## config.mk

```make
export PLATFORM = sky130hd
export DESIGN_NAME = split_parallel_flat
export DESIGN_NICKNAME = d
export VERILOG_FILES = /design/src/rtl/split_parallel_if.sv /design/src/rtl/split_parallel.sv /design/src/flat_wrapper.sv
export SDC_FILE = /design/constraint.sdc
export NUM_CORES = 1
export LEC_CHECK = 0
export CAP_MARGIN = 20
export CORE_MARGIN = 8
export CORE_UTILIZATION = 45
export DETAILED_ROUTE_END_ITERATION = 8
export PLACE_DENSITY_LB_ADDON = 0.08
export SLEW_MARGIN = 5
export SYNTH_ARGS = -nofsm -noshare
export SYNTH_HDL_FRONTEND = slang
export SYNTH_SLANG_ARGS = --single-unit
```

## constraint.sdc

```tcl
create_clock -name clk -period 1.5 [get_ports clk]
set_input_delay 0.15 -clock clk [delete_from_list [all_inputs] [get_ports clk]]
set_output_delay 0.15 -clock clk [all_outputs]
set_load 0.02 [all_outputs]
```

## src/rtl/split_parallel_if.sv

```systemverilog
// ============================================================================
// split_parallel_if : merged input stream plus the two split output streams
// Revision: 1.0
// ============================================================================
`default_nettype none

interface split_parallel_if #(
   parameter int OutWidth1 = 3,
   parameter int OutWidth2 = 8
);
   localparam int InWidth = OutWidth1 + OutWidth2;

   logic                 s_valid;
   logic                 s_ready;
   logic [InWidth-1:0]   s_data;
   logic                 m_valid_1;
   logic                 m_ready_1;
   logic [OutWidth1-1:0] m_data_1;
   logic                 m_valid_2;
   logic                 m_ready_2;
   logic [OutWidth2-1:0] m_data_2;

   // Environment view: drives the merged word and both consumer readies.
   modport master (
      output s_valid, s_data, m_ready_1, m_ready_2,
      input  s_ready, m_valid_1, m_data_1, m_valid_2, m_data_2
   );

   // Splitter view.
   modport slave (
      input  s_valid, s_data, m_ready_1, m_ready_2,
      output s_ready, m_valid_1, m_data_1, m_valid_2, m_data_2
   );
endinterface

`default_nettype wire

```

## src/rtl/split_parallel.sv

```systemverilog
// ============================================================================
// split_parallel : splits one merged word into two buffered valid/ready streams
// Revision: 1.0
// ============================================================================
`default_nettype none

module split_parallel #(
   parameter int OutWidth1 = 3,
   parameter int OutWidth2 = 8
) (
   input  wire              clk,
   input  wire              aresetn,
   split_parallel_if.slave  bus
);
   localparam int InWidth = OutWidth1 + OutWidth2;

   logic                       rst_done_q, rst_done_d;
   logic [1:0]                 cnt1_q, cnt1_d;
   logic [1:0]                 cnt2_q, cnt2_d;
   logic                       wr1_q, wr1_d, rd1_q, rd1_d;
   logic                       wr2_q, wr2_d, rd2_q, rd2_d;
   logic [1:0][OutWidth1-1:0]  mem1_q, mem1_d;
   logic [1:0][OutWidth2-1:0]  mem2_q, mem2_d;

   logic                       s_ready_w;
   logic                       push_w, pop1_w, pop2_w;
   logic [OutWidth1-1:0]       field1_w;
   logic [OutWidth2-1:0]       field2_w;

   // Ready depends only on registered occupancy, never on m_ready_x.
   assign s_ready_w = rst_done_q & (cnt1_q != 2'd2) & (cnt2_q != 2'd2);
   assign field1_w  = bus.s_data[InWidth-1:OutWidth2];
   assign field2_w  = bus.s_data[OutWidth2-1:0];

   assign bus.s_ready   = s_ready_w;
   assign bus.m_valid_1 = (cnt1_q != 2'd0);
   assign bus.m_valid_2 = (cnt2_q != 2'd0);
   assign bus.m_data_1  = mem1_q[rd1_q];
   assign bus.m_data_2  = mem2_q[rd2_q];

   always_comb begin
      push_w     = bus.s_valid & s_ready_w;
      pop1_w     = (cnt1_q != 2'd0) & bus.m_ready_1;
      pop2_w     = (cnt2_q != 2'd0) & bus.m_ready_2;
      rst_done_d = 1'b1;
      cnt1_d     = cnt1_q + {1'b0, push_w} - {1'b0, pop1_w};
      cnt2_d     = cnt2_q + {1'b0, push_w} - {1'b0, pop2_w};
      wr1_d      = wr1_q ^ push_w;
      wr2_d      = wr2_q ^ push_w;
      rd1_d      = rd1_q ^ pop1_w;
      rd2_d      = rd2_q ^ pop2_w;
      mem1_d     = mem1_q;
      mem2_d     = mem2_q;
      if (push_w) begin
         mem1_d[wr1_q] = field1_w;
         mem2_d[wr2_q] = field2_w;
      end
   end

   always_ff @(posedge clk) begin
      if (!aresetn) begin
         rst_done_q <= 1'b0;
         cnt1_q     <= 2'd0;
         cnt2_q     <= 2'd0;
         wr1_q      <= 1'b0;
         wr2_q      <= 1'b0;
         rd1_q      <= 1'b0;
         rd2_q      <= 1'b0;
         mem1_q     <= '0;
         mem2_q     <= '0;
      end else begin
         rst_done_q <= rst_done_d;
         cnt1_q     <= cnt1_d;
         cnt2_q     <= cnt2_d;
         wr1_q      <= wr1_d;
         wr2_q      <= wr2_d;
         rd1_q      <= rd1_d;
         rd2_q      <= rd2_d;
         mem1_q     <= mem1_d;
         mem2_q     <= mem2_d;
      end
   end
endmodule

`default_nettype wire

```

## src/flat_wrapper.sv

```systemverilog
// flat-port wrapper written by rule: the top's interface ports become plain ports
module split_parallel_flat 
#(
   parameter int OutWidth1 = 3,
   parameter int OutWidth2 = 8
)
  (clk, aresetn, bus_s_valid, bus_s_data, bus_m_ready_1, bus_m_ready_2, bus_s_ready, bus_m_valid_1, bus_m_data_1, bus_m_valid_2, bus_m_data_2);
  split_parallel_if #(.OutWidth1(OutWidth1), .OutWidth2(OutWidth2)) bus_i ();
  input  wire clk;
  input  wire aresetn;
  input wire logic [$bits(bus_i.s_valid)-1:0] bus_s_valid;
  input wire logic [$bits(bus_i.s_data)-1:0] bus_s_data;
  input wire logic [$bits(bus_i.m_ready_1)-1:0] bus_m_ready_1;
  input wire logic [$bits(bus_i.m_ready_2)-1:0] bus_m_ready_2;
  output wire logic [$bits(bus_i.s_ready)-1:0] bus_s_ready;
  output wire logic [$bits(bus_i.m_valid_1)-1:0] bus_m_valid_1;
  output wire logic [$bits(bus_i.m_data_1)-1:0] bus_m_data_1;
  output wire logic [$bits(bus_i.m_valid_2)-1:0] bus_m_valid_2;
  output wire logic [$bits(bus_i.m_data_2)-1:0] bus_m_data_2;
  assign bus_i.s_valid = bus_s_valid;
  assign bus_i.s_data = bus_s_data;
  assign bus_i.m_ready_1 = bus_m_ready_1;
  assign bus_i.m_ready_2 = bus_m_ready_2;
  assign bus_s_ready = bus_i.s_ready;
  assign bus_m_valid_1 = bus_i.m_valid_1;
  assign bus_m_data_1 = bus_i.m_data_1;
  assign bus_m_valid_2 = bus_i.m_valid_2;
  assign bus_m_data_2 = bus_i.m_data_2;
  split_parallel #(.OutWidth1(OutWidth1), .OutWidth2(OutWidth2)) u_core (.clk(clk), .aresetn(aresetn), .bus(bus_i));
endmodule
```

After elaboration in Yosys (flattened, before gate mapping) --
Index checks and enable logic that the tools add are counted.
Operators by class: bitwise gates (word level) 9, multiplexer cells 11, shifts and indexed selects 0, $mul 0, divide/modulo/power cells 0, magnitude comparators 6, add/sub/neg operators 4, reductions and logical operators 4, equal/unequal tests 2
Operators with widths (number):
- $mux W8 | 3
- $bwmux W16 | 1
- $mux W3 | 3
- $demux W8 S1 | 1
- $lt A1 B2 Y1 const B | 4
- $bwmux W6 | 1
- $and A1 B1 Y1 | 5
- $add A2 B1 Y2 | 2
- $ne A2 B2 Y1 const B | 2
- $reduce_bool A2 Y1 | 2
- $sub A2 B1 Y2 | 2
- $xor A1 B1 Y1 | 4
- $demux W3 S1 | 1
- $ge A1 B1 Y1 const B | 2
- $logic_and A1 B1 Y1 | 2
- $mux W1 | 1
Storage, ports and cells: output and inout port bits 14, bits in registers 31, bits in read-only memories 0, latch bits 0, memory bits (writable) 0, memories kept 0

Logic depth before layout (Yosys ltp) --
Gate-level depths: netlist of run 1.
depth after elaboration 6, gate-level depth with buffers 7

Worst setup path after synthesis of run 1 --
Ideal clock, no wire load.
path kind flip-flop to flip-flop, start point reg u_core.cnt1_q[0], end point reg u_core.mem2_q[4] (netlist name), arrival 1566 ps, library setup time 118 ps, slack -184 ps, cell stages (with the launch flop) 8, buffers on the path 1, data required time 1382 ps, period minus slack after synthesis 1684 ps, cell sequence dfxtp_1 nand2b_4 and3_1 and2_1 ha_1 buf_2 mux2i_1 nor2_1
Between the ends: cells in the longest elaborated chain, start to end 4
RTL lines:
- start, declared | RTL line split_parallel.sv:18 | logic [1:0] cnt1_q, cnt1_d;
- start signal, assigned | RTL line split_parallel.sv:73 | cnt1_q <= cnt1_d;
- $ne A2 B2 Y1 | RTL line split_parallel.sv:31 | assign s_ready_w = rst_done_q & (cnt1_q != 2'd2) & (cnt2_q != 2'd2);
- $and A1 B1 Y1 (2 in series) | RTL line split_parallel.sv:31
- via bus_s_ready | RTL line flat_wrapper.sv:15 | output wire logic [$bits(bus_i.s_ready)-1:0] bus_s_ready;
- $and A1 B1 Y1 | RTL line split_parallel.sv:42 | push_w = bus.s_valid & s_ready_w;
- end signal, assigned | RTL line split_parallel.sv:80 | mem2_q <= mem2_d;
- end, declared | RTL line split_parallel.sv:23 | logic [1:0][OutWidth2-1:0] mem2_q, mem2_d;
The timed path passes the listed nets, and every way through them passes these cells. A chain may end at the register's enable or synchronous reset.

Worst setup path in the final report of run 1 --
start point reg u_core.cnt1_q[0], end point reg u_core.mem2_q[4] (netlist name)
Between the ends: cells in the longest elaborated chain, start to end 4
RTL lines (RTL line):
- $ne A2 B2 Y1 | split_parallel.sv:31
- $and A1 B1 Y1 (2 in series) | split_parallel.sv:31
- $and A1 B1 Y1 | split_parallel.sv:42
Every way passes these cells.

==> flow_summary_export.csv, run 1 <==
group,metric,value,unit
clock_network,ctsRootBufferMaster,"clkbuf_4",
job,cap_violations,0,
power,power_density,1490,nW/um2
clock_network,cts_max_level,2,
logic_synthesis,synthXorXnorAreaFrac,2.48,%
drt,via_per_inst,4.69,
outcome,outcome,"finished, final reports clean",
drt,vias,1041,
critical_path,path_delay_family,"simple AND/OR/NAND/NOR gates",
critical_path,ff2ff_path_depth,6,
power,leakagePower,0.818,nW
critical_path,required,1.72,ns
placement,dp_hpwl,2180,um
hold_path,hp-class,"input pin to flop",
final_layout,final_cell_mix,"nor2_1 (26), dfxtp_1 (25), mux2i_1 (22)",
timing,fin_crit_sh,99.9,%
timing,rsz0062_at_grt,"yes",
critical_path,r2r-end,"u_core.mem2_q[4]",
floorplan,core,3030,um2
floorplan,start_util,46.6,%
final_layout,final_util,65.6,%
timing,maxSlewViolCount,0,
final_layout,seqCellArea,636,um2
timing,tightest_slew,0.293,ns
final_layout,finalInstanceArea,1990,um2
critical_path,cp.arrival,1.72,ns
global_routing,track_usage,11.9,%
clock_network,cts_buffers,5,
timing,tns,0,ns
logic_synthesis,seq_area_frac_synth,44.0,%
critical_path,cp.depth,6,
placement,port_buffers,29,
logic_synthesis,yosys_warnings,0,
final_layout,fillerInstances,255,
clock_network,cts_tree,"yes",
logic_synthesis,synth_compound_area_share,2.40,%
global_routing,globalRouteOverflowTotal,0,
final_layout,diodes,0,
critical_path,critPathKind,"flop to flop",
timing,fin_crit,1.50,ns
hold_path,hold_path_depth,1,
floorplan,rows,20,
drt,post_drt_wl_per_cell,13.7,um
global_routing,grt_pass1_wl,4790,um
clock_network,cts.sinks,31,
global_routing,grt_max_degree,18,
placement,placed_cell_area,1850,um2
logic_synthesis,synthMuxAreaShare,25.8,%
logic_synthesis,postSynthAreaPerCell,10.4,um2
floorplan,boundaryPins,30,
critical_path,rrSetupSlack,0.0009,ns
timing,final_hold_viol_count,0,
logic_synthesis,synthAdderAreaFrac,5.32,%
final_layout,multiInputGateArea,815,um2
critical_path,cp-endpoint,"u_core.mem2_q[4]",
logic_synthesis,yosys.area_share.simple,16.0,%
placement,gp_congestion,0.795,
critical_path,crit_fanout,8,
clock_network,path_clk_slew,0.09,ns
logic_synthesis,synth_top_family_by_area,"multiplexers",
floorplan,fp.dieW,72.0,um
logic_synthesis,synth_nets,157,
global_routing,antenna_found_initial,0,
timing,clock_skew,0.00420,ns
drt,drt-initial-drc-count,34,
drt,firstDrtPassIters,2,
critical_path,r2r-start,"u_core.cnt1_q[0]",
drt,finalWirelength,3050,um
logic_synthesis,netlist_instances,135,
timing,setup_viol,0,
critical_path,slowest_delay,0.36,ns
placement,dp_slack,-0.0973,ns
critical_path,critPathBufInv,0,
timing,max_freq,0.667,GHz
final_layout,final_common_cell,"nor2_1",
critical_path,worstPathCellList,"nand2b_4 -> and3_4 -> and2_4 -> ha_4 -> mux2i_2 -> nor2_1",
logic_synthesis,ys_ff_latch,31,
critical_path,start_kind,"flop",
clock_network,cts_max_path_buffers,2,
timing,layout_setup_ws,0.000927,ns
final_layout,area_growth,40.9,%
timing,relSlewSlack,80.5,%
global_routing,grt_pass1_vias,1101,
clock_network,clk_latency,0.33,ns
drt,ant_nets,0,
final_layout,fin_nets,199,
logic_synthesis,synth_area,1410,um2
final_layout,drive_above_1_share,33.1,%
floorplan,die-area,5180,um2
critical_path,worstSetupEndpointType,"flop",
floorplan,die_h,72.0,um
critical_path,critical-path-slowest-cell,"dfxtp_2",
power,vdd_drop_max,0.000896,V
logic_synthesis,ys_types,21,
drt,drc,0,
critical_path,crit_start,"u_core.cnt1_q[0]",
timing,whs,0.367,ns
-- final cells by class --
| cell class | instances | area share [%] |
|---|---|---|
| multi-input combinational | 91 | 41.0 |
| tap | 44 | 2.77 |
| inverter | 7 | 1.32 |
| clock buffer | 6 | 2.58 |
| clock inverter | 2 | 1.76 |
| timing repair buffer | 41 | 18.6 |
| sequential | 31 | 32.0 |
-- cell families after synthesis --
family	after synthesis
flip-flops	31
multiplexers	35
XOR/XNOR	4
adder cells (fa/ha/maj)	6
AO/OA/AOI/OAI	4
AND/OR/NAND/NOR	42
buffers and inverters	13
-- synth_stat cells, drive strengths merged --
library cell / instances / area, um2
nor2: 26 / 97.6
and3: 1 / 6.26
nand2b: 2 / 27.5
nor3: 2 / 20.0
and2: 1 / 6.26
buf: 6 / 30.0
mux2: 11 / 124
dfxtp: 31 / 621
or2: 4 / 25.0
and4: 2 / 22.5
nand2: 2 / 7.51
xor2: 2 / 17.5
a41oi: 2 / 17.5
inv: 7 / 26.3
nor2b: 2 / 12.5
xnor2: 2 / 17.5
o21a: 2 / 16.3
ha: 6 / 75.1
mux2i: 24 / 240
-- what timing repair did --
action	in CTS	in global routing
pin swaps	0	3
setup endpoints to repair	37	24
setup buffers	0	2
hold endpoints to repair	0	0
hold buffers	0	0
gates resized for setup	57	13
-- sequential cells by signal, summed over array words and instances, names as in the netlist --
register and count:
u_core.wr2_q 1, u_core.wr1_q 1, u_core.cnt1_q 2, u_core.rd1_q 1, u_core.cnt2_q 2, u_core.rst_done_q 1
u_core.mem1_q 6, u_core.mem2_q 16, u_core.rd2_q 1
-- where the power goes --
part	internal, mW	switching, mW	leakage, nW
clock network	0.394	0.287	0.0482
logic	0.652	0.547	0.514
registers	0.975	0.112	0.256
-- worst min path at each step --
stage	from	end
2_1_floorplan	aresetn	u_core.rst_done_q
3_3_place_gp	u_core.mem2_q[0]	u_core.mem2_q[0]
3_5_place_dp	u_core.mem2_q[3]	u_core.mem2_q[3]
4_1_cts	aresetn	u_core.rst_done_q
5_1_grt	aresetn	u_core.rst_done_q
6_report	aresetn	u_core.rst_done_q
-- metrics by stage --
step                      cells  power (mW)
after floorplan             135        1.75
after global placement      213        2.18
final                       222        2.97
after CTS                   220        2.88
after detailed placement    213        2.21
after global routing        222        3.14
-- per-layer routing --
layer	global-route usage (%)	wire length (um)	up-vias
li1	-	-	537
met1	11.3	1190	480
met2	22.3	1690	24
met3	5.51	167	0
met4	3.40	0	0
met5	0	0	-
Power figures use the tool's default switching activity.
==> run 2: changes to the inputs <==
--- a/config.mk
+++ b/config.mk
@@ -9,6 +9,7 @@
 export CORE_MARGIN = 8
 export CORE_UTILIZATION = 45
 export DETAILED_ROUTE_END_ITERATION = 8
+export MAX_ROUTING_LAYER = met4
 export PLACE_DENSITY_LB_ADDON = 0.08
 export SLEW_MARGIN = 5
 export SYNTH_ARGS = -nofsm -noshare
==> flow_summary_export.csv, run 2 (same netlist as run 1, synthesis figures left out) <==
group,metric,value,unit
outcome,outcome,"finished, final reports clean",
clock_network,cts.sinks,31,
final_layout,drive_above_1_share,33.1,%
timing,max_freq,0.667,GHz
global_routing,grt_pass1_wl,4800,um
hold_path,hold_path_depth,1,
clock_network,cts_tree,"yes",
timing,fin_crit,1.50,ns
power,p_sw,0.944,mW
critical_path,path_delay_family,"simple AND/OR/NAND/NOR gates",
drt,firstDrtPassIters,2,
final_layout,diodes,0,
placement,gp_congestion,0.806,
timing,clock_skew,0.00422,ns
power,sw_frac_of_total,31.8,%
critical_path,critPathBufInv,0,
clock_network,path_clk_slew,0.09,ns
timing,relSlewSlack,80.5,%
clock_network,ctsHoldBuffers,0,
final_layout,stdcell_count,222,
power,pwr-share-seq,36.7,%
hold_path,hp-start,"aresetn",
drt,vias,1049,
timing,maxSlewViolCount,0,
clock_network,cts_max_level,2,
clock_network,clk_latency,0.32,ns
timing,tightest_slew,0.292,ns
global_routing,grt_max_degree,18,
final_layout,multiInputGateArea,815,um2
final_layout,fillerInstances,255,
final_layout,final_cell_mix,"nor2_1 (26), dfxtp_1 (25), mux2i_1 (22)",
power,p_int,2.02,mW
critical_path,crit_fanout,8,
drt,ant_nets,0,
placement,placed_cells,213,
critical_path,rrSetupSlack,0.0001,ns
critical_path,start_kind,"flop",
floorplan,core,3030,um2
final_layout,top_register,"u_core.mem2_q",
floorplan,die_h,72.0,um
final_layout,final_common_cell,"nor2_1",
critical_path,worstPathCellList,"nand2b_4 -> and3_4 -> and2_4 -> ha_4 -> mux2i_2 -> nor2_1",
floorplan,boundaryPins,30,
drt,drc,0,
power,leakagePower,0.818,nW
critical_path,cp.arrival,1.72,ns
critical_path,critical-path-slowest-cell,"dfxtp_2",
critical_path,critPathKind,"flop to flop",
global_routing,globalRouteOverflowTotal,0,
timing,layout_setup_ws,0.000102,ns
hold_path,hp-class,"input pin to flop",
final_layout,fin_nets,199,
final_layout,reg_top3,"u_core.mem2_q: 16 flops, u_core.mem1_q: 6 flops",
final_layout,final_util,65.6,%
job,cap_violations,0,
floorplan,fp.dieW,72.0,um
critical_path,crit_start,"u_core.cnt1_q[0]",
timing,final_hold_viol_count,0,
critical_path,slowest_delay,0.36,ns
critical_path,r2r-start,"u_core.cnt1_q[0]",
global_routing,track_usage,12.2,%
critical_path,worstSetupEndpointType,"flop",
final_layout,seqCellArea,636,um2
drt,via_per_inst,4.73,
drt,post_drt_wl_per_cell,13.7,um
clock_network,cts_max_path_buffers,2,
hold_path,hold-path-endpoint,"u_core.rst_done_q",
final_layout,largest_register_ffs,16,
power,combPwrFrac,40.4,%
placement,dp_hpwl,2180,um
final_layout,area_growth,40.9,%
clock_network,cts_buffers,5,
timing,rsz0062_at_grt,"yes",
floorplan,die-area,5180,um2
global_routing,grt_pass1_vias,1100,
drt,finalWirelength,3040,um
timing,setup_viol,0,
critical_path,ff2ff_path_depth,6,
drt,drt-initial-drc-count,28,
power,power_density,1490,nW/um2
global_routing,antenna_found_initial,0,
placement,dp_slack,-0.0973,ns
power,p_clk_share,22.9,%
power,vdd_drop_max,0.000894,V
floorplan,start_util,46.6,%
timing,fin_crit_sh,100,%
clock_network,ctsRootBufferMaster,"clkbuf_4",
floorplan,rows,20,
placement,port_buffers,29,
critical_path,r2r-end,"u_core.mem2_q[4]",
critical_path,required,1.72,ns
-- run 2: cell counts in the layout (fill, tap and decap cells not counted) --
No cell type changed its count.
-- run 2: how the worst max path moves through the flow --
stage	slack (ns)	end	cells after the start
6_report	0.0001	u_core.mem2_q[4]	6
5_1_grt	-0.06	u_core.mem2_q[8]	7
4_1_cts	0.002	u_core.cnt2_q[1]	5
3_5_place_dp	-0.1	u_core.cnt2_q[1]	6
3_3_place_gp	-0.05	u_core.cnt2_q[1]	6
2_1_floorplan	0.003	u_core.mem2_q[4]	7
-- run 2: power groups by stage --
stage	Combinational, mW	Sequential, mW	Clock [mW]
after floorplan	0.707	1.05	0
after global placement	1.11	1.07	0
after detailed placement	1.13	1.08	0
after CTS	1.09	1.08	0.696
after global routing	1.29	1.11	0.736
final	1.20	1.09	0.679
-- run 2: per-stage QoR --
| stage | power, mW | cell area, um2 | TNS [ns] | hold slack, ns |
|---|---|---|---|---|
| after floorplan | 1.75 | 1420 | 0 | 0.178 |
| after global placement | 2.18 | 1850 | -0.224 | 0.465 |
| after detailed placement | 2.21 | 1850 | -1.04 | 0.480 |
| after CTS | 2.88 | 1920 | 0 | 0.360 |
| after global routing | 3.14 | 1990 | -0.527 | 0.386 |
| final | 2.96 | 1990 | 0 | 0.371 |
-- run 2: layout make-up --
cell class                      instances  area share [%]
Clock buffer                            6            2.58
Multi-Input combinational cell         91            41.0
Timing Repair Buffer                   41            18.6
Clock inverter                          2            1.76
Sequential cell                        31            32.0
Tap cell                               44            2.77
Inverter                                7            1.32
-- run 2: per-layer routing --
layer  vias up  wire (um)  global-route usage [%]  part of all wire, %
met5         -          0                       -                    0
met4         0          8                    3.40                 0.26
met3         2        153                    5.37                  5.0
met2        23       1680                    22.3                   55
met1       485       1200                    11.4                   39
li1        539          -                       -                    -
-- run 2: worst reg2reg max path, delay by kind of cell (launching register included) --
kind	cells	cell delay (ns)
fa+ha+maj	1	0.24
flops	1	0.36
mux	1	0.25
simple gates	4	0.54
-- run 2: repair_timing --
item	in CTS	in global routing
setup endpoints to repair	37	24
hold endpoints to repair	0	0
resized for setup	57	13
setup buffers	0	2
gates cloned	0	0
pin swaps	0	3
==> run 3: changes to the inputs <==
--- a/config.mk
+++ b/config.mk
@@ -5,7 +5,7 @@
 export SDC_FILE = /design/constraint.sdc
 export NUM_CORES = 1
 export LEC_CHECK = 0
-export CAP_MARGIN = 20
+export CAP_MARGIN = 40
 export CORE_MARGIN = 8
 export CORE_UTILIZATION = 45
 export DETAILED_ROUTE_END_ITERATION = 8
==> constraint.sdc (replaced) <==
create_clock -name clk -period 1.5 [get_ports clk]
set_input_delay 0.3 -clock clk [delete_from_list [all_inputs] [get_ports clk]]
set_output_delay 0.3 -clock clk [all_outputs]
set_load 0.02 [all_outputs]
==> flow_summary_export.csv, run 3 (same netlist as run 1, synthesis figures left out) <==
group,metric,value,unit
timing,setup_viol,9,
drt,via_per_inst,4.78,
final_layout,reg_top3,"u_core.mem2_q: 16 flops, u_core.mem1_q: 6 flops",
power,combPwrFrac,44.2,%
power,sw_frac_of_total,31.7,%
critical_path,critical-path-slowest-cell,"dfxtp_2",
final_layout,diodes,0,
critical_path,start_kind,"flop",
floorplan,start_util,46.6,%
timing,max_freq,0.641,GHz
drt,drc,0,
power,vdd_drop_max,0.000855,V
global_routing,track_usage,12.7,%
clock_network,cts_max_path_buffers,2,
outcome,outcome,"finished, violations left",
global_routing,grt_pass1_wl,5110,um
final_layout,fillerInstances,237,
final_layout,largest_register_ffs,16,
critical_path,critPathBufInv,2,
clock_network,clk_latency,0.33,ns
global_routing,grt_pass1_vias,1141,
timing,fin_crit_sh,104,%
final_layout,stdcell_count,228,
critical_path,critPathKind,"flop to output port",
drt,post_drt_wl_per_cell,13.2,um
final_layout,area_growth,49.4,%
floorplan,fp.dieW,72.0,um
placement,placed_cells,217,
drt,vias,1090,
placement,dp_slack,-0.273,ns
floorplan,die_h,72.0,um
power,pwr-share-seq,35.1,%
power,p_sw,0.979,mW
power,leakagePower,0.865,nW
drt,ant_nets,0,
floorplan,die-area,5180,um2
floorplan,boundaryPins,30,
timing,relSlewSlack,85.0,%
power,power_density,1470,nW/um2
drt,firstDrtPassIters,4,
critical_path,required,1.20,ns
final_layout,final_common_cell,"nor2_1",
critical_path,slowest_delay,0.36,ns
global_routing,grt_max_degree,15,
final_layout,final_cell_mix,"nor2_1 (26), dfxtp_1 (25), mux2i_1 (21)",
drt,drt-initial-drc-count,26,
power,finalPower,3.09,mW
timing,maxSlewViolCount,0,
critical_path,cp.arrival,1.26,ns
timing,tns,-0.446,ns
outcome,violations,"negative setup slack",
timing,layout_setup_ws,-0.0593,ns
critical_path,crit_fanout,7,
clock_network,path_clk_slew,0.11,ns
drt,finalWirelength,3010,um
placement,dp_hpwl,2230,um
final_layout,drive_above_1_share,41.3,%
global_routing,antenna_found_initial,0,
power,p_clk_share,20.7,%
power,p_int,2.11,mW
timing,final_hold_viol_count,0,
final_layout,top_register,"u_core.mem2_q",
placement,gp_congestion,0.861,
critical_path,path_delay_family,"flip-flops",
clock_network,cts_buffers,5,
timing,fin_crit,1.56,ns
clock_network,ctsRootBufferMaster,"clkbuf_4",
clock_network,cts.sinks,31,
critical_path,worstSetupEndpointType,"output port",
global_routing,globalRouteOverflowTotal,0,
floorplan,core,3030,um2
floorplan,rows,20,
clock_network,cts_max_level,2,
timing,clock_skew,0.0119,ns
critical_path,worstPathCellList,"buf_12 -> mux2_4 -> buf_6",
timing,tightest_slew,0.222,ns
final_layout,fin_nets,205,
hold_path,hp-class,"flop to flop",
placement,port_buffers,29,
job,cap_violations,0,
timing,rsz0062_at_grt,"yes",
clock_network,cts_tree,"yes",
## run 3: cell count changes in the layout (fill, tap and decap cells not counted), moves of 2 or more
| cell | delta |
|---|---|
| buf_6 | +13 |
| mux2_1 | -8 |
| mux2_4 | +8 |
| clkdlybuf4s15_2 | -3 |
| buf_2 | -2 |
| dfxtp_2 | +2 |
| dfxtp_4 | -2 |
| dlygate4sd2_1 | -2 |
## run 3: worst reg2reg max path: stages, from the launching register on
cell and delay, ns:
dfxtp_2 0.33, buf_6 0.11, o21a_1 0.18, ha_1 0.29, nor2b_1 0.12, and4_4 0.24, mux2i_1 0.17
## run 3: path summary, 6_finish.rpt
path                     from                to  slack, ns  cells past startpoint
min          u_core.mem2_q[7]  u_core.mem2_q[7]       0.51                      2
max reg2reg  u_core.cnt2_q[0]  u_core.cnt2_q[1]          0                      6
max              u_core.rd2_q   bus_m_data_2[6]      -0.06                      3
min reg2reg  u_core.mem2_q[7]  u_core.mem2_q[7]       0.51                      2
## run 3: through the flow
step	util, %	hold slack (ns)	area, um2
floorplan	-	0.328	1420
global placement	62.2	0.465	1880
detailed placement	62.2	0.480	1880
CTS	68.4	0.509	2070
global route	69.6	0.526	2110
finish	69.6	0.506	2110
## run 3: final cells by class
| cell class | instances | area, um2 | share of cell area, % |
|---|---|---|---|
| inverter | 7 | 26.3 | 1.25 |
| multi-input combinational | 91 | 845 | 40.1 |
| clock buffer | 5 | 37.5 | 1.78 |
| timing repair buffer | 47 | 469 | 22.3 |
| sequential | 31 | 631 | 29.9 |
| clock inverter | 3 | 43.8 | 2.08 |
| tap | 44 | 55.1 | 2.61 |
## run 3: timing repair
| action | in CTS | in global routing |
|---|---|---|
| buffers inserted | 2 | 1 |
| gates resized for setup | 102 | 8 |
| pin swaps | 4 | 5 |
| hold buffers | 0 | 0 |
| endpoints found under the setup margin | 26 | 23 |
## run 3: per-layer routing
metal	GRT usage, %	wire [um]
met1	13.2	1310
met2	21.2	1500
met3	5.10	164
met4	4.76	39
met5	-	0
## run 3: power by group through the flow
stage	sequential, mW	combinational (mW)	clock [mW]
global route	1.10	1.47	0.700
global placement	1.06	1.17	0
detailed placement	1.07	1.21	0
floorplan	1.05	0.707	0
finish	1.09	1.36	0.640
CTS	1.08	1.33	0.667
